$ cat src/rtl/uart_sender_arbiter.sv
// Shares one UART element sender between NUM_REQ print clients.
// A client keeps the sender for a whole session (round-robin pick, no preemption);
// a watchdog aborts a session whose element send never completes.
module uart_sender_arbiter #(
  parameter int NUM_REQ        = 3,
  parameter int TIMEOUT_CYCLES = 50_000_000
) (
  input  logic                  clk,
  input  logic                  rst_n,
  input  logic [NUM_REQ-1:0]    req,
  input  logic [NUM_REQ-1:0]    cli_start,
  input  logic [NUM_REQ*32-1:0] cli_data,
  input  logic [NUM_REQ-1:0]    cli_is_last_col,
  input  logic [NUM_REQ-1:0]    cli_newline_only,
  input  logic [NUM_REQ-1:0]    cli_id,
  output logic [NUM_REQ-1:0]    grant,
  output logic [NUM_REQ-1:0]    cli_ready,
  output logic [NUM_REQ-1:0]    cli_done,
  output logic                  sender_start,
  output logic [31:0]           sender_data,
  output logic                  sender_is_last_col,
  output logic                  sender_newline_only,
  output logic                  sender_id,
  input  logic                  sender_ready,
  input  logic                  sender_done,
  output logic                  illegal_start,
  output logic                  timeout
);

  localparam int IW = (NUM_REQ > 1) ? $clog2(NUM_REQ) : 1;
  localparam logic [25:0]   TIMEOUT_VAL = 26'(TIMEOUT_CYCLES);
  localparam logic [IW-1:0] LAST_IDX    = IW'(NUM_REQ - 1);

  typedef enum logic [1:0] {IDLE, OWNED, IN_FLIGHT, DRAIN} state_t;

  state_t             state_reg;
  logic [NUM_REQ-1:0] grant_reg;
  logic [IW-1:0]      rr_ptr_reg;
  logic [IW-1:0]      owner_reg;
  logic [25:0]        timer_reg;
  // Element and flags captured at the start so they stay stable until done
  logic [31:0]        data_hold_reg;
  logic               last_hold_reg;
  logic               nl_hold_reg;
  logic               id_hold_reg;

  logic               owned;
  logic               in_flight;
  logic               start_fire;
  logic               done_fire;
  logic               timeout_fire;
  logic [IW-1:0]      ptr_after_owner;
  logic               pick_valid;
  logic [IW-1:0]      pick_idx;
  int unsigned        idx;
  logic [31:0]        cli_word [NUM_REQ];

  assign owned        = (state_reg == OWNED);
  assign in_flight    = (state_reg == IN_FLIGHT);
  assign start_fire   = owned && cli_start[owner_reg] && sender_ready;
  assign done_fire    = in_flight && sender_done;
  // A done arriving in the same cycle as the deadline wins over the abort
  assign timeout_fire = in_flight && !sender_done && (timer_reg == TIMEOUT_VAL);
  assign ptr_after_owner = (owner_reg == LAST_IDX) ? '0 : owner_reg + 1'b1;

  assign grant         = grant_reg;
  assign sender_start  = start_fire;
  assign timeout       = timeout_fire;
  assign illegal_start = |(cli_start & ~grant_reg);

  // Per-client data slices and gated handshake outputs
  genvar gi;
  generate
    for (gi = 0; gi < NUM_REQ; gi++) begin : g_cli
      assign cli_word[gi]  = cli_data[32*gi +: 32];
      assign cli_ready[gi] = owned && grant_reg[gi] && sender_ready;
      assign cli_done[gi]  = done_fire && grant_reg[gi];
    end
  endgenerate

  // Round-robin pick: first requester at or after rr_ptr, wrapping
  always_comb begin
    pick_valid = 1'b0;
    pick_idx   = '0;
    idx        = 0;
    for (int i = 0; i < NUM_REQ; i++) begin
      idx = (int'(rr_ptr_reg) + i) % NUM_REQ;
      if (!pick_valid && req[idx]) begin
        pick_valid = 1'b1;
        pick_idx   = IW'(idx);
      end
    end
  end

  // Sender datapath: live from the owner while waiting, held copy while in flight
  always_comb begin
    sender_data         = '0;
    sender_is_last_col  = 1'b0;
    sender_newline_only = 1'b0;
    sender_id           = 1'b0;
    if (owned) begin
      sender_data         = cli_word[owner_reg];
      sender_is_last_col  = cli_is_last_col[owner_reg];
      sender_newline_only = cli_newline_only[owner_reg];
      sender_id           = cli_id[owner_reg];
    end else if (in_flight) begin
      sender_data         = data_hold_reg;
      sender_is_last_col  = last_hold_reg;
      sender_newline_only = nl_hold_reg;
      sender_id           = id_hold_reg;
    end
  end

  // Session FSM: grant, lock, per-element watchdog and drain after an abort
  always_ff @(posedge clk or negedge rst_n) begin
    if (!rst_n) begin
      state_reg     <= IDLE;
      grant_reg     <= '0;
      rr_ptr_reg    <= '0;
      owner_reg     <= '0;
      timer_reg     <= '0;
      data_hold_reg <= '0;
      last_hold_reg <= 1'b0;
      nl_hold_reg   <= 1'b0;
      id_hold_reg   <= 1'b0;
    end else begin
      case (state_reg)
        IDLE: begin
          if (pick_valid) begin
            grant_reg <= NUM_REQ'(1) << pick_idx;
            owner_reg <= pick_idx;
            state_reg <= OWNED;
          end
        end
        OWNED: begin
          if (start_fire) begin
            timer_reg     <= '0;
            data_hold_reg <= cli_word[owner_reg];
            last_hold_reg <= cli_is_last_col[owner_reg];
            nl_hold_reg   <= cli_newline_only[owner_reg];
            id_hold_reg   <= cli_id[owner_reg];
            state_reg     <= IN_FLIGHT;
          end else if (!req[owner_reg]) begin
            grant_reg  <= '0;
            rr_ptr_reg <= ptr_after_owner;
            state_reg  <= IDLE;
          end
        end
        IN_FLIGHT: begin
          if (timer_reg != TIMEOUT_VAL) begin
            timer_reg <= timer_reg + 26'd1;
          end
          if (sender_done) begin
            if (req[owner_reg]) begin
              state_reg <= OWNED;
            end else begin
              grant_reg  <= '0;
              rr_ptr_reg <= ptr_after_owner;
              state_reg  <= IDLE;
            end
          end else if (timeout_fire) begin
            grant_reg <= '0;
            state_reg <= DRAIN;
          end
        end
        DRAIN: begin
          if (sender_ready) begin
            rr_ptr_reg <= ptr_after_owner;
            state_reg  <= IDLE;
          end
        end
        default: state_reg <= IDLE;
      endcase
    end
  end

endmodule

$ cat config.mk
export PLATFORM = sky130hd
export DESIGN_NAME = uart_sender_arbiter
export DESIGN_NICKNAME = d
export VERILOG_FILES = /design/src/rtl/uart_sender_arbiter.sv
export SDC_FILE = /design/constraint.sdc
export NUM_CORES = 1
export LEC_CHECK = 0
export ABC_CLOCK_PERIOD_IN_PS = 2720
export BUFFER_PORTS_ARGS = -buffer_cell sky130_fd_sc_hd__buf_2
export CAP_MARGIN = 20
export CORE_MARGIN = 5
export CORE_UTILIZATION = 42
export DETAILED_ROUTE_END_ITERATION = 6
export GPL_ROUTABILITY_DRIVEN = 0
export PLACE_DENSITY_LB_ADDON = 0.08
export SYNTH_ARGS = -nofsm -noshare
export SYNTH_HDL_FRONTEND = slang
export SYNTH_SLANG_ARGS = --single-unit
$ cat constraint.sdc
create_clock -name clk -period 2.72 [get_ports clk]
set_clock_uncertainty 0.2 [all_clocks]
set_input_delay 0.544 -clock clk [delete_from_list [all_inputs] [get_ports clk]]
set_output_delay 0.544 -clock clk [all_outputs]
set_load 0.02 [all_outputs]
Word-level counts from Yosys, hierarchy flattened --
Index checks and enable logic that the tools add are counted.
Storage, ports and cells: bits in registers 70, input bits 115, output and inout bits 47, word-level logic and storage cells 125
Cells by class: add/sub/neg operators 4, div/mod/pow operators 3, $lt $le $gt $ge 5, equality and inequality tests 14, shift operators 1, muxes and demuxes 56, bitwise operators 3, reduce and logical (&&, ||, !) cells 30
Operators by type and width (number):
- two-way mux 32 bit | 4
- < comparator 32 x 3 -> 1 bit, second input constant | 3
- binary-select mux 32 bit (select 2 bit) | 1
- remainder unit 32 x 3 -> 32 bit, second input constant | 2
- two-way mux 26 bit | 2
- case mux 26 bit (2 select lines) | 1
- remainder unit 3 x 3 -> 32 bit, second input constant | 1
- two-way mux 2 bit | 14
- adder 26 x 1 -> 26 bit, second input constant | 1
- == test 26 bit, second input constant | 1
- inequality test 26 bit, second input constant | 1
- two-way mux 1 bit | 18
- binary-select mux 1 bit (select 2 bit) | 8
- logical AND 1 bit | 16
- two-way mux 3 bit | 5
- AND reduction 4 bit | 3
- inequality test 2 bit, second input constant | 5
- case mux 3 bit (3 select lines) | 1
- case mux 2 bit (4 select lines) | 1
- == test 2 bit, second input constant | 3
- inequality test 3 bit, second input constant | 2
- case mux 2 bit (3 select lines) | 1
- nonzero test 3 bit | 2
- AND reduction 2 bit | 2
- 16 further kinds | 18

Logic depth before layout (Yosys ltp) --
Gate-level depths: netlist of run 1.
word-level depth 13, gate-level depth with buffers 10

Worst setup path after synthesis of run 1 --
Ideal clock, no wire load.
kind register to output, start register state_reg[0], end output timeout, arrival 1.730 ns, data required time 1.976 ns, slack 0.246 ns, cell stages (with the launch flop) 6, path through dfrtp_1 -> inv_1 -> ha_1 -> buf_2 -> or2b_2 -> nor4_1
Between the ends: cells in the longest elaborated chain, start to end 3
Ends and longest elaborated chain:
- start: declaration | line 36 | state_t state_reg;
- start signal: assignment | line 117 | state_reg <= IDLE;
- start signal: assignment | line 132 | state_reg <= OWNED;
- start signal: assignment | line 142 | state_reg <= IN_FLIGHT;
- == test 2 bit | line 59 | assign in_flight = (state_reg == IN_FLIGHT);
- logical AND 1 bit (2 in a row) | line 63 | assign timeout_fire = in_flight && !sender_done && (timer_reg == TIMEOUT_VAL);
- end: declaration | line 27 | output logic timeout
No other way between the ends.

Worst setup path after layout of run 1 --
start register timer_reg[5], end output timeout
Between the ends: cells in the longest elaborated chain, start to end 2
Ends and longest elaborated chain:
- start: declaration | line 40 | logic [25:0] timer_reg;
- start signal: assignment | line 151 | timer_reg <= timer_reg + 26'd1;
- == test 26 bit | line 63
- logical AND 1 bit | line 63
No other way between the ends.

==> results of run 1 <==
[report_power, final]
group          leakage [uW]  internal, uW  switching, uW
clock             0.0000954           404            394
sequential         0.000899          1370            224
combinational       0.00184          1520           1890
[critical path, delay by kind of cell (launching register included)]
kind                   cells  cell delay (ns)
and+or+nand+nor            3             0.90
DFF                        1             0.46
buffers and inverters      1             0.20
[logic make-up after synthesis]
family                   after synthesis  synth area share
AO/OA/AOI/OAI                         97             0.146
buffers and inverters                 49            0.0434
flip-flops                            70             0.382
XOR/XNOR                              21            0.0402
multiplexers                          79             0.183
AND/OR/NAND/NOR                      158             0.178
adder cells (fa/ha/maj)               10            0.0268
[synthesized netlist by cell type (2+ instances only)]
| cell type | instances |
|---|---|
| clkbuf_1 | 21 |
| nor4_1 | 8 |
| o211ai_1 | 2 |
| o21ai_0 | 41 |
| nor3b_1 | 3 |
| inv_1 | 15 |
| a21oi_1 | 6 |
| a22o_1 | 36 |
| and4_1 | 2 |
| nand4_1 | 9 |
| or4_1 | 2 |
| nor2_1 | 24 |
| buf_2 | 11 |
| xnor2_1 | 20 |
| and3_1 | 11 |
| nor4_2 | 2 |
| nand3_1 | 8 |
| nor3_1 | 19 |
| o2bb2ai_1 | 3 |
| nor2b_1 | 2 |
| a21o_1 | 2 |
| ha_1 | 9 |
| mux2_2 | 39 |
| nand2_1 | 56 |
| dfrtp_1 | 70 |
| mux2i_1 | 40 |
[area by class of cell]
type / instances / area (um2) / share of cell area
repair buffers: 189 / 1090 / 0.184
clock buffers: 13 / 169 / 0.0284
inverters: 15 / 56.3 / 0.00946
flip-flops and latches: 70 / 1760 / 0.295
clock inverters: 3 / 17.5 / 0.00294
multi-input cells: 365 / 2680 / 0.451
well taps: 140 / 175 / 0.0294
[stage by stage]
stage / hold WS, ns / setup TNS, ns / std cells / cell area [um2] / utilization
6_report: 0.308 / 0 / 795 / 5950 / 0.554
5_1_grt: 0.324 / -0.0517 / 795 / 5950 / 0.554
4_1_cts: 0.312 / 0 / 789 / 5850 / 0.544
3_5_place_dp: 0.297 / 0 / 772 / 5620 / 0.523
3_3_place_gp: 0.289 / 0 / 772 / 5620 / 0.523
2_1_floorplan: 0.0484 / 0 / 484 / 4580 / -
[final timing paths]
| check | to | cells after the start |
|---|---|---|
| max in group asynchronous | timer_reg[16]$_DFFE_PN0P_ | 3 |
| min reg2reg | data_hold_reg[23]$_DFFE_PN0P_ | 1 |
| max | timeout | 4 |
| max reg2reg | grant[1]$_DFFE_PN0P_ | 8 |
| min | data_hold_reg[23]$_DFFE_PN0P_ | 1 |
| min in group asynchronous | data_hold_reg[6]$_DFFE_PN0P_ | 2 |
[timing repair]
item	4_1_cts	5_1_grt
cloned	0	2
hold endpoints to repair	21	0
pin swaps	1	4
hold buffers	1	0
resized for setup	8	12
setup buffers	0	4
setup endpoints to repair	7	40
[metal layers]
layer  track usage  vias to the layer above  wire (um)
met5             0                        -          0
met4        0.0546                        0        157
met3        0.0470                       13        825
met1         0.227                     1990       5310
li1              -                     2093          -
met2         0.322                      118       6140
==> load_flow_metrics.sql, run 1 <==
INSERT INTO impl_metrics (metric_group, metric, value, unit) VALUES
('worst_setup_path', 'worstPathCellList', 'nor4_2, nand4_1, nor4_4, buf_4', ''),
('cts', 'ctsRootBufferMaster', 'clkbuf_8', ''),
('routing', 'drt-vias-per-instance', '5.30', ''),
('power_and_ir_drop', 'power.ir.vdd_worst', '0.451', 'mV'),
('status', 'status', 'completed', ''),
('place', 'detailedPlace.worstSlack', '0.231', 'ns'),
('layout', 'mostFrequentLayoutCell', 'buf_2', ''),
('timing', 'report.final.slew_viol_count', '0', ''),
('synthesis', 'post_synth.cell_area_avg', '9.46', 'um2'),
('cts', 'cts.sink_count', '70', ''),
('synthesis', 'ys_types', '49', ''),
('layout', 'final_cell_mix', 'buf_2 (160), dfrtp_1 (66), nand2_1 (56)', ''),
('synthesis', 'yosys.area.top_type_share', '0.382', ''),
('routing', 'drt_iter0_drc', '174', ''),
('routing', 'first_pass_iteration_count_of_the_detailed_router', '5', ''),
('cts', 'cts_max_path_buffers', '2', ''),
('hold_path', 'min_from', 'data_hold_reg[23]$_DFFE_PN0P_', ''),
('worst_setup_path', 'critPathKind', 'flop to output pin', ''),
('worst_setup_path', 'crit_path_end_kind', 'output pin', ''),
('worst_setup_path', 'cp_slowest_cell', 'dfrtp_1', ''),
('routing', 'routed_wl', '12400', 'um'),
('place', 'detailed_place_hpwl', '9120', 'um'),
('synthesis', 'synth_edf_count', '0', ''),
('layout', 'finish.net_count', '774', ''),
('synthesis', 'ys_seq_area_frac', '0.382', ''),
('hold_path', 'min_path_type', 'flop to flop', ''),
('synthesis', 'synthesis.instances', '484', ''),
('grt', 'gr-usage-all-layers', '0.186', ''),
('die', 'rows', '38', ''),
('timing', 'maxClockFrequency', '377', 'MHz'),
('cts', 'tritoncts.num_buffers', '9', ''),
('timing', 'period_needed', '2.65', 'ns'),
('worst_setup_path', 'crit-reg2reg-launch', 'rr_ptr_reg[0]$_DFFE_PN0P_', ''),
('cts', 'clk_pin_slew', '0.08', 'ns'),
('power_and_ir_drop', 'power.density', '975', 'nW/um2'),
('die', 'fp.dieArea', '13100', 'um2'),
('worst_setup_path', 'worst_ep_arrival_time', '1.91', 'ns'),
('grt', 'pin_count_of_the_biggest_net_entering_global_routing', '50', ''),
('layout', 'largest_register_ff_count', '32', ''),
('worst_setup_path', 'worstPathRequired', '1.98', 'ns'),
('run', 'drv_cap', '0', ''),
('timing', 'relSlewSlack', '0.604', ''),
('worst_setup_path', 'crit_path_max_incr_delay', '0.46', 'ns'),
('grt', 'initial_antenna_violation_count', '0', ''),
('worst_setup_path', 'cp-startpoint', 'timer_reg[5]$_DFFE_PN0P_', ''),
('synthesis', 'post_synth_main_area_contributors', 'dfrtp_1 (38%), mux2_2 (9.6%), mux2i_1 (8.7%), a22o_1 (6.9%), nand2_1 (4.6%)', ''),
('synthesis', 'synth_top_cell_by_area', 'dfrtp_1', ''),
('cts', 'cts_max_level', '3', ''),
('cts', 'tritoncts', 'yes', ''),
('routing', 'number_of_antenna_violating_nets_in_the_routed_design', '0', ''),
('die', 'design.core.area', '10700', 'um2'),
('die', 'floorplan.die.height', '114', 'um'),
('layout', 'layout-drive-gt1-share', '0.405', ''),
('synthesis', 'yosys_register_bits', '70', ''),
('timing', 'final.setup.worst_slack', '0.0690', 'ns'),
('routing', 'vias', '4214', ''),
('power_and_ir_drop', 'leakagePower', '0.00284', 'uW'),
('synthesis', 'synth_nets', '608', ''),
('worst_setup_path', 'start_kind', 'flop', ''),
('synthesis', 'asyncSetResetFlopFracSynth', '1.00', ''),
('worst_setup_path', 'critPathMaxFanout', '5', ''),
('layout', 'fillerInstances', '1015', ''),
('routing', 'drcViolationCount', '0', ''),
('cts', 'clock_network_latency_to_the_later_pin_of_the_worst_skew_pair', '0.34', 'ns'),
('power_and_ir_drop', 'post-layout-total-power', '5800', 'uW'),
('worst_setup_path', 'reg2reg_slack', '0.23', 'ns'),
('timing', 'worst_pin_slew', '0.586', 'ns'),
('grt', 'number_of_global_route_vias_before_repair', '4209', ''),
('routing', 'route.detailed.wl_per_inst', '15.6', 'um'),
('synthesis', 'synth-main-ff-cell', 'dfrtp_1', ''),
('timing', 'final-setup-viol-count', '0', ''),
('layout', 'area_delta_synth_final', '30.0', '%'),
('synthesis', 'yosys_warnings', '0', ''),
('die', 'fp.dieW', '114', 'um'),
('die', 'start_util', '0.426', ''),
('layout', 'n_antenna_cell', '0', ''),
('timing', 'final_min_period_over_clock_period', '0.975', ''),
('timing', 'report.final.hold_viol_count', '0', ''),
('grt', 'grt_first_pass_wirelength', '19900', 'um'),
('grt', 'grt_remaining_overflow', '0', ''),
('place', 'port-buffer-count', '161', ''),
('die', 'ioPinCount', '162', ''),
('synthesis', 'synth_area', '4580', 'um2');
Power figures use the tool's default switching activity.
==> inputs of run 2 (changes only) <==
--- a/config.mk
+++ b/config.mk
@@ -6,11 +6,11 @@
 export NUM_CORES = 1
 export LEC_CHECK = 0
 export ABC_CLOCK_PERIOD_IN_PS = 2720
-export BUFFER_PORTS_ARGS = -buffer_cell sky130_fd_sc_hd__buf_2
 export CAP_MARGIN = 20
 export CORE_MARGIN = 5
 export CORE_UTILIZATION = 42
 export DETAILED_ROUTE_END_ITERATION = 6
+export DONT_BUFFER_PORTS = 1
 export GPL_ROUTABILITY_DRIVEN = 0
 export PLACE_DENSITY_LB_ADDON = 0.08
 export SYNTH_ARGS = -nofsm -noshare
==> run 2 against run 1 <==
Net effect: setup slack got worse by 0.041 ns; global-route usage decreased by 0.85 points; critical path depth increased by 3; final cell count shrank 20%; via count down 14%; wire length decreased by 8.3%; maximum frequency decreased by 1.5%; register-to-register slack worse by 0.05 ns; critical endpoint unchanged; largest cell class unchanged.
==> load_flow_metrics.sql, run 2 (synthesis results as in run 1) <==
INSERT INTO impl_metrics (metric_group, metric, value, unit) VALUES
('die', 'design.core.area', '10700', 'um2'),
('grt', 'grt_util_met1', '0.235', ''),
('routing', 'number_of_antenna_violating_nets_in_the_routed_design', '0', ''),
('timing', 'maxClockFrequency', '371', 'MHz'),
('grt', 'grt_util_met3', '0.0507', ''),
('cts', 'cts.sink_count', '70', ''),
('worst_setup_path', 'reg2reg_slack', '0.18', 'ns'),
('place', 'detailed_place_hpwl', '8080', 'um'),
('worst_setup_path', 'worstPathCellList', 'inv_2, ha_2, buf_6, or2b_4, nor4_2, buf_4, buf_4', ''),
('worst_setup_path', 'crit_path_end_kind', 'output pin', ''),
('place', 'port-buffer-count', '0', ''),
('timing', 'final-setup-viol-count', '0', ''),
('cts', 'ctsRootBufferMaster', 'clkbuf_8', ''),
('layout', 'post_layout_nonfiller_instances', '634', ''),
('hold_path', 'min_path_type', 'input pin to flop', ''),
('grt', 'globalRoute.busiestLayer', 'met2', ''),
('routing', 'route.detailed.wl_per_inst', '18.0', 'um'),
('timing', 'period_needed', '2.69', 'ns'),
('grt', 'initial_antenna_violation_count', '0', ''),
('timing', 'grt_setup_unrepaired', 'true', ''),
('power_and_ir_drop', 'post-layout-total-power', '5330', 'uW'),
('worst_setup_path', 'worst_ep_arrival_time', '1.95', 'ns'),
('die', 'rows', '38', ''),
('die', 'fp.dieW', '114', 'um'),
('timing', 'report.final.slew_viol_count', '0', ''),
('grt', 'gr-usage-all-layers', '0.177', ''),
('run', 'drv_cap', '0', ''),
('routing', 'drcViolationCount', '0', ''),
('status', 'status', 'completed', ''),
('routing', 'routed_wl', '11400', 'um'),
('routing', 'drt-vias-per-instance', '5.74', ''),
('timing', 'final.setup.worst_slack', '0.0280', 'ns'),
('grt', 'met2_track_usage_gr', '0.282', ''),
('die', 'fp.dieArea', '13100', 'um2'),
('grt', 'grt_first_pass_wirelength', '18700', 'um'),
('grt', 'number_of_global_route_vias_before_repair', '3654', ''),
('layout', 'finish.net_count', '614', ''),
('routing', 'vias', '3641', ''),
('routing', 'first_pass_iteration_count_of_the_detailed_router', '5', ''),
('layout', 'area_delta_synth_final', '10.7', '%'),
('worst_setup_path', 'worst_path_most_repeated_cell', 'buf_4', ''),
('power_and_ir_drop', 'leakagePower', '0.00211', 'uW'),
('timing', 'report.final.hold_viol_count', '0', ''),
('die', 'floorplan.die.height', '114', 'um'),
('layout', 'mostFrequentLayoutCell', 'dfrtp_1', ''),
('cts', 'cts_max_level', '3', ''),
('cts', 'clk_pin_slew', '0.07', 'ns'),
('worst_setup_path', 'start_kind', 'flop', ''),
('timing', 'final_min_period_over_clock_period', '0.990', ''),
('place', 'detailedPlace.worstSlack', '0.0704', 'ns'),
('power_and_ir_drop', 'power.ir.vdd_worst', '0.486', 'mV'),
('timing', 'worst_pin_slew', '0.625', 'ns'),
('hold_path', 'worstHoldPathCells', '3', ''),
('timing', 'relSlewSlack', '0.578', ''),
('cts', 'tritoncts.num_buffers', '9', ''),
('worst_setup_path', 'critPathKind', 'flop to output pin', ''),
('worst_setup_path', 'cp_slowest_cell', 'dfrtp_1', ''),
('cts', 'clock_network_latency_to_the_later_pin_of_the_worst_skew_pair', '0.35', 'ns'),
('cts', 'tritoncts', 'yes', ''),
('routing', 'drt_iter0_drc', '145', ''),
('place', 'placedCellCount', '612', ''),
('die', 'start_util', '0.426', ''),
('worst_setup_path', 'worstPathRequired', '1.98', 'ns'),
('cts', 'cts_max_path_buffers', '2', ''),
('grt', 'grt_remaining_overflow', '0', ''),
('layout', 'final_util', '0.472', ''),
('die', 'ioPinCount', '162', ''),
('worst_setup_path', 'critPathMaxFanout', '4', ''),
('grt', 'pin_count_of_the_biggest_net_entering_global_routing', '71', ''),
('layout', 'fillerInstances', '1032', ''),
('worst_setup_path', 'crit_path_max_incr_delay', '0.41', 'ns'),
('worst_setup_path', 'depth_of_the_worst_register_to_register_path', '8', ''),
('layout', 'n_antenna_cell', '0', ''),
('layout', 'final_cell_mix', 'dfrtp_1 (69), nand2_1 (56), o21ai_0 (41)', ''),
('layout', 'layout-drive-gt1-share', '0.217', ''),
('layout', 'largest_register_ff_count', '32', ''),
('power_and_ir_drop', 'power.density', '1050', 'nW/um2');
==> run 2: cell count changes in the layout (fill, tap and decap cells not counted), sizes merged <==
| cell | before | now |
|---|---|---|
| buf | 187 | 28 |
| clkbuf | 14 | 13 |
| clkinv | 2 | 3 |
| clkinvlp | 1 | 0 |
| inv | 15 | 14 |
==> run 2: power breakdown <==
group | internal, uW | leakage, uW | switching [uW] | total, uW
logic | 1250 | 0.00113 | 1810 | 3060
clock network | 324 | 0.0000773 | 369 | 694
registers | 1370 | 0.000904 | 212 | 1580
==> run 2: worst paths after layout <==
kind	from	end
max in group asynchronous	rst_n	owner_reg[1]$_DFFE_PN0P_
worst min-delay path	sender_done	state_reg[0]$_DFFE_PN0P_
min in group asynchronous	rst_n	data_hold_reg[9]$_DFFE_PN0P_
worst max-delay path	state_reg[0]$_DFFE_PN0P_	timeout
worst min register to register	nl_hold_reg$_DFFE_PN0P_	nl_hold_reg$_DFFE_PN0P_
worst max register to register	timer_reg[0]$_DFFE_PN0P_	grant[1]$_DFFE_PN0P_
==> run 2: layer usage <==
metal  share of wire  up-vias
met5               0        -
met4          0.0046        0
met3           0.084        4
met2            0.48      124
met1            0.43     1749
li1                -     1764
==> run 2: worst max-delay path, delay by kind of cell, from the launching register on <==
| family | cells | cell delay [ns] |
|---|---|---|
| AND/OR/NAND/NOR | 2 | 0.55 |
| buffers and inverters | 4 | 0.45 |
| flip-flops | 1 | 0.41 |
| adder cells (fa/ha/maj) | 1 | 0.18 |
==> run 2: timing repair <==
action | CTS | global route
endpoints found under the setup margin | 37 | 35
pin swaps | 0 | 1
gates resized for setup | 5 | 22
hold buffers | 2 | 0
buffers inserted | 0 | 4
endpoints found under the hold margin | 70 | 0
==> run 2: cell type report <==
type	instances	area (um2)	area share
inverters	15	56.3	0.0111
clock buffers	13	139	0.0274
flip-flops and latches	70	1750	0.346
multi-input cells	365	2670	0.526
well taps	140	175	0.0346
clock inverters	2	10.0	0.00197
repair buffers	29	272	0.0536
==> run 2: stage by stage <==
step	area [um2]	TNS (ns)	hold slack [ns]
after floorplan	4580	0	0.0484
after global placement	4790	0	0.0503
after detailed placement	4790	0	0.0502
after CTS	4990	-0.0144	0.246
after global routing	5070	-0.118	0.264
final	5070	0	0.262
==> inputs of run 3 (changes only) <==
--- a/config.mk
+++ b/config.mk
@@ -13,6 +13,7 @@
 export DONT_BUFFER_PORTS = 1
 export GPL_ROUTABILITY_DRIVEN = 0
 export PLACE_DENSITY_LB_ADDON = 0.08
+export REMOVE_ABC_BUFFERS = 1
 export SYNTH_ARGS = -nofsm -noshare
 export SYNTH_HDL_FRONTEND = slang
 export SYNTH_SLANG_ARGS = --single-unit
==> run 3 against run 2 <==
Net effect: via count barely moved; clock power rose by 14%; global-route usage barely moved; worst hold slack improved by 0.030 ns; final area rose by 1.4%; wire length rose by 1.7%; first-iteration DRC count rose by 49%; final cell count fell by 0.95%; largest cell class unchanged; largest power group unchanged.
==> load_flow_metrics.sql, run 3 (synthesis results as in run 1) <==
INSERT INTO impl_metrics (metric_group, metric, value, unit) VALUES
('grt', 'grt_remaining_overflow', '0', ''),
('die', 'floorplan.die.height', '114', 'um'),
('place', 'detailedPlace.worstSlack', '0.201', 'ns'),
('hold_path', 'min_path_type', 'input pin to flop', ''),
('timing', 'final.setup.worst_slack', '0.115', 'ns'),
('die', 'rows', '38', ''),
('layout', 'n_antenna_cell', '0', ''),
('power_and_ir_drop', 'intPower', '3090', 'uW'),
('power_and_ir_drop', 'power.clock.fraction', '0.144', ''),
('grt', 'grt_first_pass_wirelength', '18700', 'um'),
('power_and_ir_drop', 'leakagePower', '0.00213', 'uW'),
('worst_setup_path', 'cp-startpoint', 'timer_reg[10]$_DFFE_PN0P_', ''),
('status', 'status', 'completed', ''),
('layout', 'area_delta_synth_final', '12.3', '%'),
('routing', 'drt-vias-per-instance', '5.80', ''),
('hold_path', 'min_from', 'cli_data[36]', ''),
('worst_setup_path', 'critPathMaxFanout', '4', ''),
('timing', 'worst_pin_slew', '0.517', 'ns'),
('worst_setup_path', 'worstPathRequired', '1.98', 'ns'),
('power_and_ir_drop', 'power.density', '1070', 'nW/um2'),
('run', 'drv_cap', '0', ''),
('place', 'detailed_place_hpwl', '8520', 'um'),
('layout', 'fillerInstances', '1035', ''),
('timing', 'final_min_period_over_clock_period', '0.958', ''),
('grt', 'pin_count_of_the_biggest_net_entering_global_routing', '71', ''),
('layout', 'mostFrequentLayoutCell', 'dfrtp_1', ''),
('worst_setup_path', 'worst_ep_arrival_time', '1.86', 'ns'),
('timing', 'grt_setup_unrepaired', 'true', ''),
('layout', 'final_design_area_no_fill', '5140', 'um2'),
('grt', 'gr-usage-all-layers', '0.177', ''),
('timing', 'final-setup-viol-count', '0', ''),
('die', 'start_util', '0.426', ''),
('timing', 'report.final.slew_viol_count', '0', ''),
('cts', 'cts_max_path_buffers', '2', ''),
('power_and_ir_drop', 'sequentialPowerShare', '0.289', ''),
('die', 'design.core.area', '10700', 'um2'),
('timing', 'report.final.hold_viol_count', '0', ''),
('power_and_ir_drop', 'switchingPower', '2420', 'uW'),
('routing', 'vias', '3643', ''),
('layout', 'largest_register_ff_count', '32', ''),
('routing', 'drt_iter0_drc', '216', ''),
('worst_setup_path', 'crit_path_end_kind', 'output pin', ''),
('grt', 'initial_antenna_violation_count', '0', ''),
('place', 'placedInstanceArea', '4780', 'um2'),
('worst_setup_path', 'critPathKind', 'flop to output pin', ''),
('timing', 'period_needed', '2.60', 'ns'),
('cts', 'clock_network_latency_to_the_later_pin_of_the_worst_skew_pair', '0.34', 'ns'),
('cts', 'cts.sink_count', '70', ''),
('timing', 'maxClockFrequency', '384', 'MHz'),
('cts', 'clk_pin_slew', '0.08', 'ns'),
('power_and_ir_drop', 'power.ir.vdd_worst', '0.527', 'mV'),
('grt', 'number_of_global_route_vias_before_repair', '3652', ''),
('routing', 'first_pass_iteration_count_of_the_detailed_router', '4', ''),
('layout', 'finish.net_count', '607', ''),
('layout', 'final_cell_mix', 'dfrtp_1 (69), nand2_1 (56), mux2i_1 (40), o21ai_0 (40), mux2_2 (39)', ''),
('power_and_ir_drop', 'power.share.combinational', '0.567', ''),
('die', 'fp.dieW', '114', 'um'),
('routing', 'routed_wl', '11600', 'um'),
('cts', 'ctsRootBufferMaster', 'clkbuf_8', ''),
('worst_setup_path', 'start_kind', 'flop', ''),
('cts', 'tritoncts.num_buffers', '9', ''),
('routing', 'drcViolationCount', '0', ''),
('layout', 'layout-drive-gt1-share', '0.264', ''),
('cts', 'tritoncts', 'yes', ''),
('power_and_ir_drop', 'power_switching_share', '0.439', ''),
('place', 'port-buffer-count', '0', ''),
('worst_setup_path', 'crit-reg2reg-launch', 'timer_reg[10]$_DFFE_PN0P_', ''),
('timing', 'relSlewSlack', '0.662', ''),
('routing', 'route.detailed.wl_per_inst', '18.5', 'um'),
('cts', 'cts_max_level', '3', ''),
('die', 'ioPinCount', '162', ''),
('routing', 'number_of_antenna_violating_nets_in_the_routed_design', '0', ''),
('die', 'fp.dieArea', '13100', 'um2');
run 3: cell types whose count changed in the layout (fill, tap and decap cells not counted), sizes merged:
| cell | delta |
|---|---|
| clkbuf | +1 |
| clkinvlp | +1 |
| inv | +1 |
| buf | -8 |
| clkinv | -1 |
run 3: layer usage:
metal | routed length [um] | vias up | global-route usage
met1 | 5120 | 1752 | 0.232
met3 | 878 | 10 | 0.0428
met5 | 0 | - | 0
met4 | 157 | 0 | 0.0546
met2 | 5430 | 132 | 0.290
li1 | - | 1749 | -
run 3: power groups by stage:
stage / combinational, uW / clock, uW / sequential [uW]
finish: 3120 / 793 / 1590
global route: 3410 / 888 / 1630
CTS: 3060 / 825 / 1590
detailed placement: 2970 / 0 / 1610
global placement: 2940 / 0 / 1600
floorplan: 2230 / 0 / 1670
run 3: stage by stage:
stage	hold WS [ns]	total power, uW	instances	util	setup TNS [ns]
finish	0.292	5510	628	0.479	0
global route	0.293	5930	628	0.479	-0.0217
CTS	0.277	5470	626	0.471	-0.0922
detailed placement	0.0517	4580	608	0.445	0
global placement	0.0513	4540	608	0.445	0
floorplan	0.0484	3900	450	-	-149.88
run 3: path summary, 6_finish.rpt:
path	to	slack [ns]	depth (start not counted)
worst min-delay path	data_hold_reg[4]$_DFFE_PN0P_	0.29	3
max in group asynchronous	owner_reg[1]$_DFFE_PN0P_	1.45	2
worst max-delay path	timeout	0.12	4
worst max register to register	timer_reg[0]$_DFFE_PN0P_	0.17	7
min in group asynchronous	data_hold_reg[2]$_DFFE_PN0P_	0.55	2
worst min register to register	data_hold_reg[24]$_DFFE_PN0P_	0.31	1
run 3: timing repair:
item / in CTS / in global routing
hold buffers: 2 / 0
buffers inserted: 0 / 1
hold endpoints to repair: 70 / 0
setup endpoints to repair: 27 / 38
gates resized for setup: 29 / 20
pin swaps: 1 / 2
cloned: 0 / 1
run 3: area by class of cell:
cell class	instances	area, um2	area share
clock buffers	13	169	0.0328
clock inverters	3	17.5	0.00341
inverters	15	56.3	0.0109
multi-input cells	365	2720	0.529
flip-flops and latches	70	1750	0.341
well taps	140	175	0.0341
repair buffers	22	250	0.0487
run 3: critical path, stage by stage, from the launching register on:
cell     delay, ns
dfrtp_1       0.43
nor4_2        0.32
nand4_1       0.22
nor4_2        0.36
buf_4         0.19
